`src/rtl/cond_code_unit.sv`:
```
// -----------------------------------------------------------------------------
// cond_code_unit
//
// Condition-code register plus condition evaluator. ALU flags {Z,N,C,V} are
// latched when the execute-stage instruction sets S. The registered carry is
// returned to the ALU as Cin. The decode-stage condition field is evaluated
// into a registered result, qualified by a one-cycle Cond_done pulse.
//
// Build option: define COND_FWD_EN to forward same-cycle Flags_in into the
// evaluation (latency always 1, Hazard tied 0). When it is undefined, a
// condition that arrives together with S waits one cycle in WAIT, so that it
// sees the updated flag register (latency 2, Hazard high for one cycle).
//
// Ports:
//   clk         in   system clock, rising edge
//   reset       in   synchronous active-high reset
//   Flags_in    in   [3:0] ALU flags: [3]=Z [2]=N [1]=C [0]=V
//   S           in   execute instruction updates the condition codes
//   Cond        in   [3:0] condition field of the decode instruction
//   Cond_valid  in   Cond requests evaluation
//   Stall       in   pipeline hold, freezes all state
//   Flags_q     out  [3:0] registered condition codes
//   Cin         out  registered carry (Flags_q[1])
//   Cond_true   out  registered result of the last evaluation
//   Cond_done   out  one-cycle pulse, Cond_true newly valid
//   Hazard      out  evaluation delayed by one cycle
// -----------------------------------------------------------------------------
module cond_code_unit (
    input  logic       clk,
    input  logic       reset,
    input  logic [3:0] Flags_in,
    input  logic       S,
    input  logic [3:0] Cond,
    input  logic       Cond_valid,
    input  logic       Stall,
    output logic [3:0] Flags_q,
    output logic       Cin,
    output logic       Cond_true,
    output logic       Cond_done,
    output logic       Hazard
);

    typedef enum logic {
        IDLE = 1'b0,
        WAIT = 1'b1
    } state_t;

    state_t     state_q,     state_d;
    logic [3:0] flags_q,     flags_d;
    logic [3:0] cond_hold_q, cond_hold_d;
    logic       cond_true_q, cond_true_d;
    logic       cond_done_q, cond_done_d;

    logic [3:0] eval_flags;
    logic       take_wait;

    // Evaluate a 4-bit condition code against a flag set {Z,N,C,V}.
    function automatic logic cond_eval(input logic [3:0] cond,
                                       input logic [3:0] f);
        logic z, n, c, v;
        logic r;
        z = f[3];
        n = f[2];
        c = f[1];
        v = f[0];
        case (cond)
            4'd0:    r = z;
            4'd1:    r = !z;
            4'd2:    r = c;
            4'd3:    r = !c;
            4'd4:    r = n;
            4'd5:    r = !n;
            4'd6:    r = v;
            4'd7:    r = !v;
            4'd8:    r = c & !z;
            4'd9:    r = !c | z;
            4'd10:   r = (n == v);
            4'd11:   r = (n != v);
            4'd12:   r = !z & (n == v);
            4'd13:   r = z | (n != v);
            4'd14:   r = 1'b1;
            default: r = 1'b0;
        endcase
        return r;
    endfunction

    // Flag source and hazard decision for a condition accepted in IDLE.
    always_comb begin
`ifdef COND_FWD_EN
        eval_flags = S ? Flags_in : flags_q;
        take_wait  = 1'b0;
`else
        eval_flags = flags_q;
        take_wait  = S;
`endif
    end

    // Next-state logic. A stalled cycle leaves every register unchanged,
    // including the done flag, whose visible pulse is masked at the output
    // until the stall clears so that it is still reported exactly once.
    always_comb begin
        state_d     = state_q;
        flags_d     = flags_q;
        cond_hold_d = cond_hold_q;
        cond_true_d = cond_true_q;
        cond_done_d = cond_done_q;

        if (!Stall) begin
            cond_done_d = 1'b0;
            if (S) begin
                flags_d = Flags_in;
            end
            if (state_q == WAIT) begin
                // Flag register already holds the update that caused the wait.
                cond_true_d = cond_eval(cond_hold_q, flags_q);
                cond_done_d = 1'b1;
                state_d     = IDLE;
            end else if (Cond_valid) begin
                if (take_wait) begin
                    cond_hold_d = Cond;
                    state_d     = WAIT;
                end else begin
                    cond_true_d = cond_eval(Cond, eval_flags);
                    cond_done_d = 1'b1;
                end
            end
        end
    end

    always_ff @(posedge clk) begin
        if (reset) begin
            state_q     <= IDLE;
            flags_q     <= 4'b0000;
            cond_true_q <= 1'b0;
            cond_done_q <= 1'b0;
        end else begin
            state_q     <= state_d;
            flags_q     <= flags_d;
            cond_true_q <= cond_true_d;
            cond_done_q <= cond_done_d;
        end
    end

    // Captured condition is only meaningful while in WAIT; it needs no reset.
    always_ff @(posedge clk) begin
        cond_hold_q <= cond_hold_d;
    end

    assign Flags_q   = flags_q;
    assign Cin       = flags_q[1];
    assign Cond_true = cond_true_q;
    assign Cond_done = cond_done_q & ~Stall;

`ifdef COND_FWD_EN
    assign Hazard = 1'b0;
`else
    assign Hazard = (state_q == WAIT);
`endif

endmodule

```
`config.mk`:
```
export PLATFORM = sky130hd
export DESIGN_NAME = cond_code_unit
export DESIGN_NICKNAME = d
export VERILOG_FILES = /design/src/rtl/cond_code_unit.sv
export SDC_FILE = /design/constraint.sdc
export NUM_CORES = 1
export LEC_CHECK = 0
export CAP_MARGIN = 5
export CORE_MARGIN = 2
export CORE_UTILIZATION = 52
export DETAILED_ROUTE_END_ITERATION = 6
export GPL_ROUTABILITY_DRIVEN = 0
export MAX_ROUTING_LAYER = met4
export PLACE_DENSITY = 0.83
export SLEW_MARGIN = 5
export SYNTH_ARGS = -nofsm -noshare
export SYNTH_HDL_FRONTEND = slang
export SYNTH_SLANG_ARGS = --single-unit
```
`constraint.sdc`:
```
create_clock -name clk -period 2.8 [get_ports clk]
set_input_delay 0.56 -clock clk [delete_from_list [all_inputs] [get_ports clk]]
set_output_delay 0.56 -clock clk [all_outputs]
set_load 0.005 [all_outputs]
```
==> PnR_summary.wiki, run 1 <==
{| class="wikitable"
! Metric !! Value
|-
| Number of maximum-capacitance constraint violations || 0
|-
| Clock latency of the later-clocked register in the worst-skew pair || 270 ps
|-
| Overflow left after global routing || 0
|-
| Seq/Total Area, Yosys || 29.0%
|-
| Final setup violating endpoints || 0
|-
| Slew at the pin closest to its max-slew limit || 505 ps
|-
| Top Family by Delay on Critical Path || buffers and inverters
|-
| Sort of element at the start of the critical path || input port
|-
| Wirelength, routed || 1910 µm
|-
| Largest area contributor in the synthesized netlist || sky130_fd_sc_hd__dfxtp_1
|-
| Final hold vios || 0
|-
| Worst path depth || 3
|-
| Max clock buf depth || 2
|-
| Global-route wire length before repair || 3370 µm
|-
| Minimum period implied by the final worst setup slack || 2230 ps
|-
| Initial antenna violation count || 0
|-
| Gate Count Post-Synth || 101
|-
| Detail-routed net length per standard cell || 14.5 µm
|-
| DRC Markers || 0
|-
| Critical Path Source || Stall
|-
| Max-slew violation count || 0
|-
| Initial standard-cell utilization of the core || 53.7%
|-
| CP max-delay cell || sky130_fd_sc_hd__clkdlybuf4s50_1
|-
| Worst path cell trace || clkdlybuf4s50_1 -> nor2b_1 -> clkdlybuf4s50_1
|-
| #FFs+latches synth || 11
|-
| CTS Buf Count || 3
|-
| Die Width || 45.5 µm
|-
| Number of enable flip-flop cells after synthesis || 4
|-
| Category of the worst setup path capture point || primary output
|-
| Final ANT Viol Nets || 0
|-
| Hold path startpoint || cond_done_q
|-
| Clock slew at the register clock pins of the worst setup and hold paths || 70 ps
|-
| Full die area || 0.00207 mm²
|-
| Worst path bufs/invs || 2
|-
| Leading post-synthesis cells by cell area || sky130_fd_sc_hd__dfxtp_1 16%, sky130_fd_sc_hd__edfxtp_1 13%, sky130_fd_sc_hd__mux2i_1 5.6%
|-
| Cell chosen for the clock root || sky130_fd_sc_hd__clkbuf_4
|-
| Cell repeated most along the worst path || sky130_fd_sc_hd__clkdlybuf4s50_1
|-
| First-pass DRT Iterations || 4
|-
| Average cell area after synthesis || 8.88 µm²
|-
| Fillers || 142
|-
| CP max stage delay || 510 ps
|-
| Proportion of layout cells with a drive suffix above 1 || 9.57%
|-
| Level count of the clock H-tree || 1
|-
| Number of gates resized after CTS || 0
|-
| Worst reg2reg path depth || 5
|-
| Post-synthesis async set-or-reset flop share || 0%
|-
| Status || completed
|-
| Overall track demand over capacity in global routing || 22.5%
|-
| Clock Sink Count || 11
|-
| Total of hold buffers inserted after clock tree synthesis || 0
|-
| Core ar. || 0.00167 mm²
|-
| DP HPWL || 1420 µm
|-
| Synth Flop Type || sky130_fd_sc_hd__dfxtp_1
|-
| Vias post-DR || 826
|-
| Worst clock skew on the final layout || 6.99 ps
|-
| Count of different cell masters after synthesis || 45
|-
| Startpoint of the lowest-slack register-to-register path || Flags_q[0]
|-
| Data arrival time of the worst path || 1670 ps
|-
| Synthesized area || 897 µm²
|-
| Number of nets at the end of the flow || 129
|-
| Number of stages on the worst hold path || 2
|-
| Pin count of the biggest net entering global routing || 15
|-
| Leak Pwr || 0.381 nW
|-
| Number of buffers inserted to repair setup after CTS || 0
|-
| Max-Slew Margin vs Limit || 66.3%
|-
| Synth warn || 0
|-
| Via count of the first global-routing pass || 775
|-
| Maximum ir drop on the vdd rail || 0.000226 V
|-
| Fmax || 0.448 GHz
|-
| Critical Path RT || 2240 ps
|-
| Row Count || 15
|-
| Post-Synthesis Net Count || 114
|-
| TritonCTS clock tree || done
|-
| Period utilization || 79.8%
|-
| Worst min-delay path category || reg2reg
|-
| 1st-iter DRT viols || 12
|-
| Diodes inserted || 0
|-
| Setup TNS || 0 ps
|-
| Vias per cell || 6.26
|-
| Most instantiated cells after synthesis || 9 x sky130_fd_sc_hd__a21oi_1, 9 x sky130_fd_sc_hd__nor2_1, 7 x sky130_fd_sc_hd__dfxtp_1
|-
| I/O pin total || 21
|-
| Minimum hold slack || 462 ps
|-
| Worst-path fanout max || 5
|-
| Startpoint-to-endpoint class of the critical path || in2out
|-
| Unrepaired setup endpoints after global routing || no
|-
| Total power per unit cell area || 363 mW/mm²
|-
| Area growth from synthesis to final layout || 17.3%
|-
| Number of buffer cells added on primary ports || 20
|-
| Share of the synthesized area in the top cell type || 15.6%
|-
| Die height || 45.5 µm
|}
==> area by class of cell <==
type	instances	area [µm²]	area share, %
clock buffers	3	22.5	2.14
clock inverters	1	5.00	0.476
inverters	4	15.0	1.43
multi-input cells	75	520	49.5
flip-flops and latches	11	260	24.7
well taps	17	21.3	2.02
repair buffers	21	208	19.7
==> power breakdown <==
| group | total (W) | leakage [nW] | internal [W] | switching [W] |
|---|---|---|---|---|
| Clock | 0.000108 | 0.0177 | 0.0000527 | 0.0000550 |
| Sequential | 0.000187 | 0.0940 | 0.000173 | 0.0000136 |
| Combinational | 0.0000870 | 0.269 | 0.0000504 | 0.0000366 |
==> worst reg2reg max path, cell delays in order (launching register included) <==
cell,delay [ps]
sky130_fd_sc_hd__dfxtp_1,640
sky130_fd_sc_hd__xnor2_1,240
sky130_fd_sc_hd__a2111oi_1,140
sky130_fd_sc_hd__o41ai_1,390
sky130_fd_sc_hd__nand4_1,130
sky130_fd_sc_hd__a32o_2,280
==> logic make-up after synthesis <==
logic type                synth area share (%)
buffers and inverters                     13.0
DFF                                       29.0
AOI/OAI and AO/OA                         20.1
xor gates and xnor gates                  2.79
muxes                                     6.83
and+or+nand+nor                           28.3
==> per-stage QoR <==
stage	setup WS, ps	std cells	area (µm²)	util, %	total power, W
4_1_cts	564	132	1050	63.0	0.000383
5_1_grt	467	132	1050	63.0	0.000403
2_1_floorplan	1170	101	897	-	0.000245
3_5_place_dp	370	128	1020	61.3	0.000277
3_3_place_gp	476	128	1020	61.3	0.000275
6_report	566	132	1050	63.0	0.000382
==> worst paths after layout <==
| kind | to | slack (ps) |
|---|---|---|
| worst max register to register | Cond_true | 890 |
| worst min-delay path | cond_done_q | 460 |
| worst max-delay path | Cond_done | 570 |
| worst min register to register | cond_done_q | 460 |
==> registers in the layout, indices dropped and copies added, names as in the netlist <==
register / flops
cond_done_q: 1
Hazard: 1
cond_hold_q: 4
Flags_q: 4
Cond_true: 1
==> cells in the final DEF, fill, tap and decap left out, types with 2 or more instances in the layout <==
cell type                          n
sky130_fd_sc_hd__nor2_1            9
sky130_fd_sc_hd__o32ai_1           3
sky130_fd_sc_hd__nand3_1           3
sky130_fd_sc_hd__mux2i_1           5
sky130_fd_sc_hd__clkbuf_4          3
sky130_fd_sc_hd__edfxtp_1          4
sky130_fd_sc_hd__nor3_1            3
sky130_fd_sc_hd__a31oi_1           2
sky130_fd_sc_hd__nand2_1           3
sky130_fd_sc_hd__nand4_1           3
sky130_fd_sc_hd__or3b_2            2
sky130_fd_sc_hd__nand2b_1          2
sky130_fd_sc_hd__clkdlybuf4s50_1  20
sky130_fd_sc_hd__inv_1             4
sky130_fd_sc_hd__nor2b_1           5
sky130_fd_sc_hd__nand4b_1          2
sky130_fd_sc_hd__o21a_1            2
sky130_fd_sc_hd__a21oi_1           9
sky130_fd_sc_hd__dfxtp_1           7
==> routing by layer <==
metal / share of wire [%] / vias to the layer above / global-route usage, %
li1: - / 407 / -
met5: 0 / - / -
met1: 45 / 393 / 30.0
met2: 51 / 26 / 34.9
met4: 0 / 0 / 7.65
met3: 3.7 / 0 / 2.78
No activity file was read; power rests on OpenSTA's default activity.
==> run 2, diff against run 1 <==
CORE_UTILIZATION = 44   (was 52)
PLACE_DENSITY = 0.75   (was 0.83)
clock period = 1.9 ns   (was 2.8 ns; I/O delays follow)
==> run 2 against run 1 <==
Effect of this change: clock power increased by 41%; clock skew grew 6.3 ps; design area rose by 8.3%; clock-buffer cell count up 1; largest cell class unchanged; routed wire length is 6.1% higher; critical endpoint is now Cond_true; core utilization decreased by 4.3 points; first-iteration DRC count grew 50%; setup slack lost 500 ps; non-clock buffer count increased by 10; highest routed layer is now met4.
==> PnR_summary.wiki, run 2 (same netlist as run 1, synthesis figures left out) <==
{| class="wikitable"
! Metric !! Value
|-
| Total of hold buffers inserted after clock tree synthesis || 0
|-
| Worst-path fanout max || 7
|-
| Number of nets at the end of the flow || 139
|-
| Minimum period implied by the final worst setup slack || 1830 ps
|-
| Data arrival time of the worst path || 1980 ps
|-
| Area growth from synthesis to final layout || 27.1%
|-
| Via count of the first global-routing pass || 792
|-
| Initial antenna violation count || 0
|-
| Global-route wire length before repair || 3380 µm
|-
| CP max-delay cell || sky130_fd_sc_hd__clkdlybuf4s50_1
|-
| Hold Crit Endpoint || cond_done_q
|-
| Clock slew at the register clock pins of the worst setup and hold paths || 70 ps
|-
| Row Count || 16
|-
| First-pass DRT Iterations || 4
|-
| Vias post-DR || 885
|-
| Most frequent standard cell in the layout excluding fill and tap cells || sky130_fd_sc_hd__clkdlybuf4s50_1
|-
| Core ar. || 0.00194 mm²
|-
| Number of buffers inserted to repair setup after CTS || 0
|-
| CP max stage delay || 520 ps
|-
| Wirelength, routed || 2030 µm
|-
| Startpoint-to-endpoint class of the critical path || in2reg
|-
| TritonCTS clock tree || done
|-
| Worst path cell trace || clkdlybuf4s50_1 -> and2b_1 -> a2111oi_1 -> o41ai_1 -> nand4_1 -> a32o_2
|-
| Worst clock skew on the final layout || 13.3 ps
|-
| Clock Sink Count || 11
|-
| Final setup violating endpoints || 0
|-
| Hold path startpoint || cond_done_q
|-
| Level count of the clock H-tree || 1
|-
| Worst min-delay path category || reg2reg
|-
| CTS Buf Count || 3
|-
| Max clock buf depth || 2
|-
| Setup TNS || 0 ps
|-
| Number of buffer cells added on primary ports || 20
|-
| Category of the worst setup path capture point || flop
|-
| Slew at the pin closest to its max-slew limit || 367 ps
|-
| I/O pin total || 21
|-
| Die height || 49.2 µm
|-
| Number of stages on the worst hold path || 2
|-
| Initial standard-cell utilization of the core || 46.2%
|-
| Vias per cell || 5.82
|-
| Proportion of layout cells with a drive suffix above 1 || 16.8%
|-
| Startpoint of the lowest-slack register-to-register path || Flags_q[2]
|-
| Pin count of the biggest net entering global routing || 13
|-
| Clock latency of the later-clocked register in the worst-skew pair || 260 ps
|-
| Detail-routed net length per standard cell || 13.3 µm
|-
| Number of maximum-capacitance constraint violations || 0
|-
| Top library cells by usage in the layout, fill and taps aside || 20 x sky130_fd_sc_hd__clkdlybuf4s50_1, 11 x sky130_fd_sc_hd__buf_4, 9 x sky130_fd_sc_hd__nor2_1, 9 x sky130_fd_sc_hd__a21oi_1, 6 x sky130_fd_sc_hd__dfxtp_1
|-
| Final hold vios || 0
|-
| Full die area || 0.00242 mm²
|-
| Maximum ir drop on the vdd rail || 0.000480 V
|-
| Fillers || 200
|-
| Leak Pwr || 0.427 nW
|-
| Die Width || 49.2 µm
|-
| Max-slew violation count || 0
|-
| DP HPWL || 1590 µm
|-
| Total power per unit cell area || 503 mW/mm²
|-
| 1st-iter DRT viols || 18
|-
| Status || completed
|-
| Final standard cell utilization of the core || 58.7%
|-
| Critical R2R Capture || Cond_true
|-
| Cell chosen for the clock root || sky130_fd_sc_hd__clkbuf_4
|-
| Unrepaired setup endpoints after global routing || no
|-
| Sort of element at the start of the critical path || input port
|-
| Diodes inserted || 0
|-
| Fmax || 0.546 GHz
|-
| Overall track demand over capacity in global routing || 18.0%
|-
| Max-Slew Margin vs Limit || 75.5%
|-
| DRC Markers || 0
|-
| Number of gates resized after CTS || 0
|-
| Overflow left after global routing || 0
|-
| Period utilization || 96.4%
|-
| Critical Path RT || 2040 ps
|-
| Final ANT Viol Nets || 0
|-
| FF-to-FF setup slack || 190 ps
|-
| Area of all placed cells without fillers || 0.00114 mm²
|-
| Placed inst area || 0.00111 mm²
|-
| Worst reg2reg path depth || 5
|}
==> run 2: how the worst max path moves through the flow <==
stage	start	end	slack, ps
5_1_grt	Cond[1]	Cond_true	6
4_1_cts	Flags_q[0]	Flags_q[0]	40
3_5_place_dp	Cond[2]	Cond_true	-190
3_3_place_gp	Cond[2]	Cond_true	-140
2_1_floorplan	Flags_q[2]	Cond_true	370
6_report	Cond[2]	Cond_true	70
==> run 2: cell type report <==
class                      instances  area, µm²  share of cell area, %
sequential                        11        262                   22.9
clock buffer                       4       26.3                   2.31
tap                               27       33.8                   2.96
inverter                           4       15.0                   1.32
timing repair buffer              31        283                   24.8
multi-input combinational         75        520                   45.7
==> run 2: through the flow <==
| stage | total power, W | instances | setup slack (ps) | hold WS [ps] |
|---|---|---|---|---|
| 2_1_floorplan | 0.000362 | 101 | 372 | 432 |
| 3_3_place_gp | 0.000421 | 148 | -140 | 445 |
| 3_5_place_dp | 0.000425 | 148 | -189 | 459 |
| 4_1_cts | 0.000575 | 152 | 38.0 | 473 |
| 5_1_grt | 0.000608 | 152 | 6.40 | 500 |
| 6_report | 0.000573 | 152 | 67.5 | 467 |
==> run 2: where the power goes <==
part,internal (W),switching [W]
Combinational,0.0000871,0.0000588
Clock,0.0000808,0.0000710
Sequential,0.000256,0.0000193
==> run 2: critical path: cells and delay by family <==
| kind | cells | cell delay, ps |
|---|---|---|
| AOI/OAI and AO/OA | 3 | 690 |
| and+or+nand+nor | 2 | 380 |
| buffers and inverters | 1 | 520 |
==> run 2: layer usage <==
layer / vias to the layer above / GRT usage, % / routed length [µm]
met5: - / - / 0
met4: 0 / 4.29 / 25
met3: 4 / 1.84 / 100
met2: 31 / 32.4 / 1030
met1: 425 / 21.4 / 873
li1: 425 / - / -
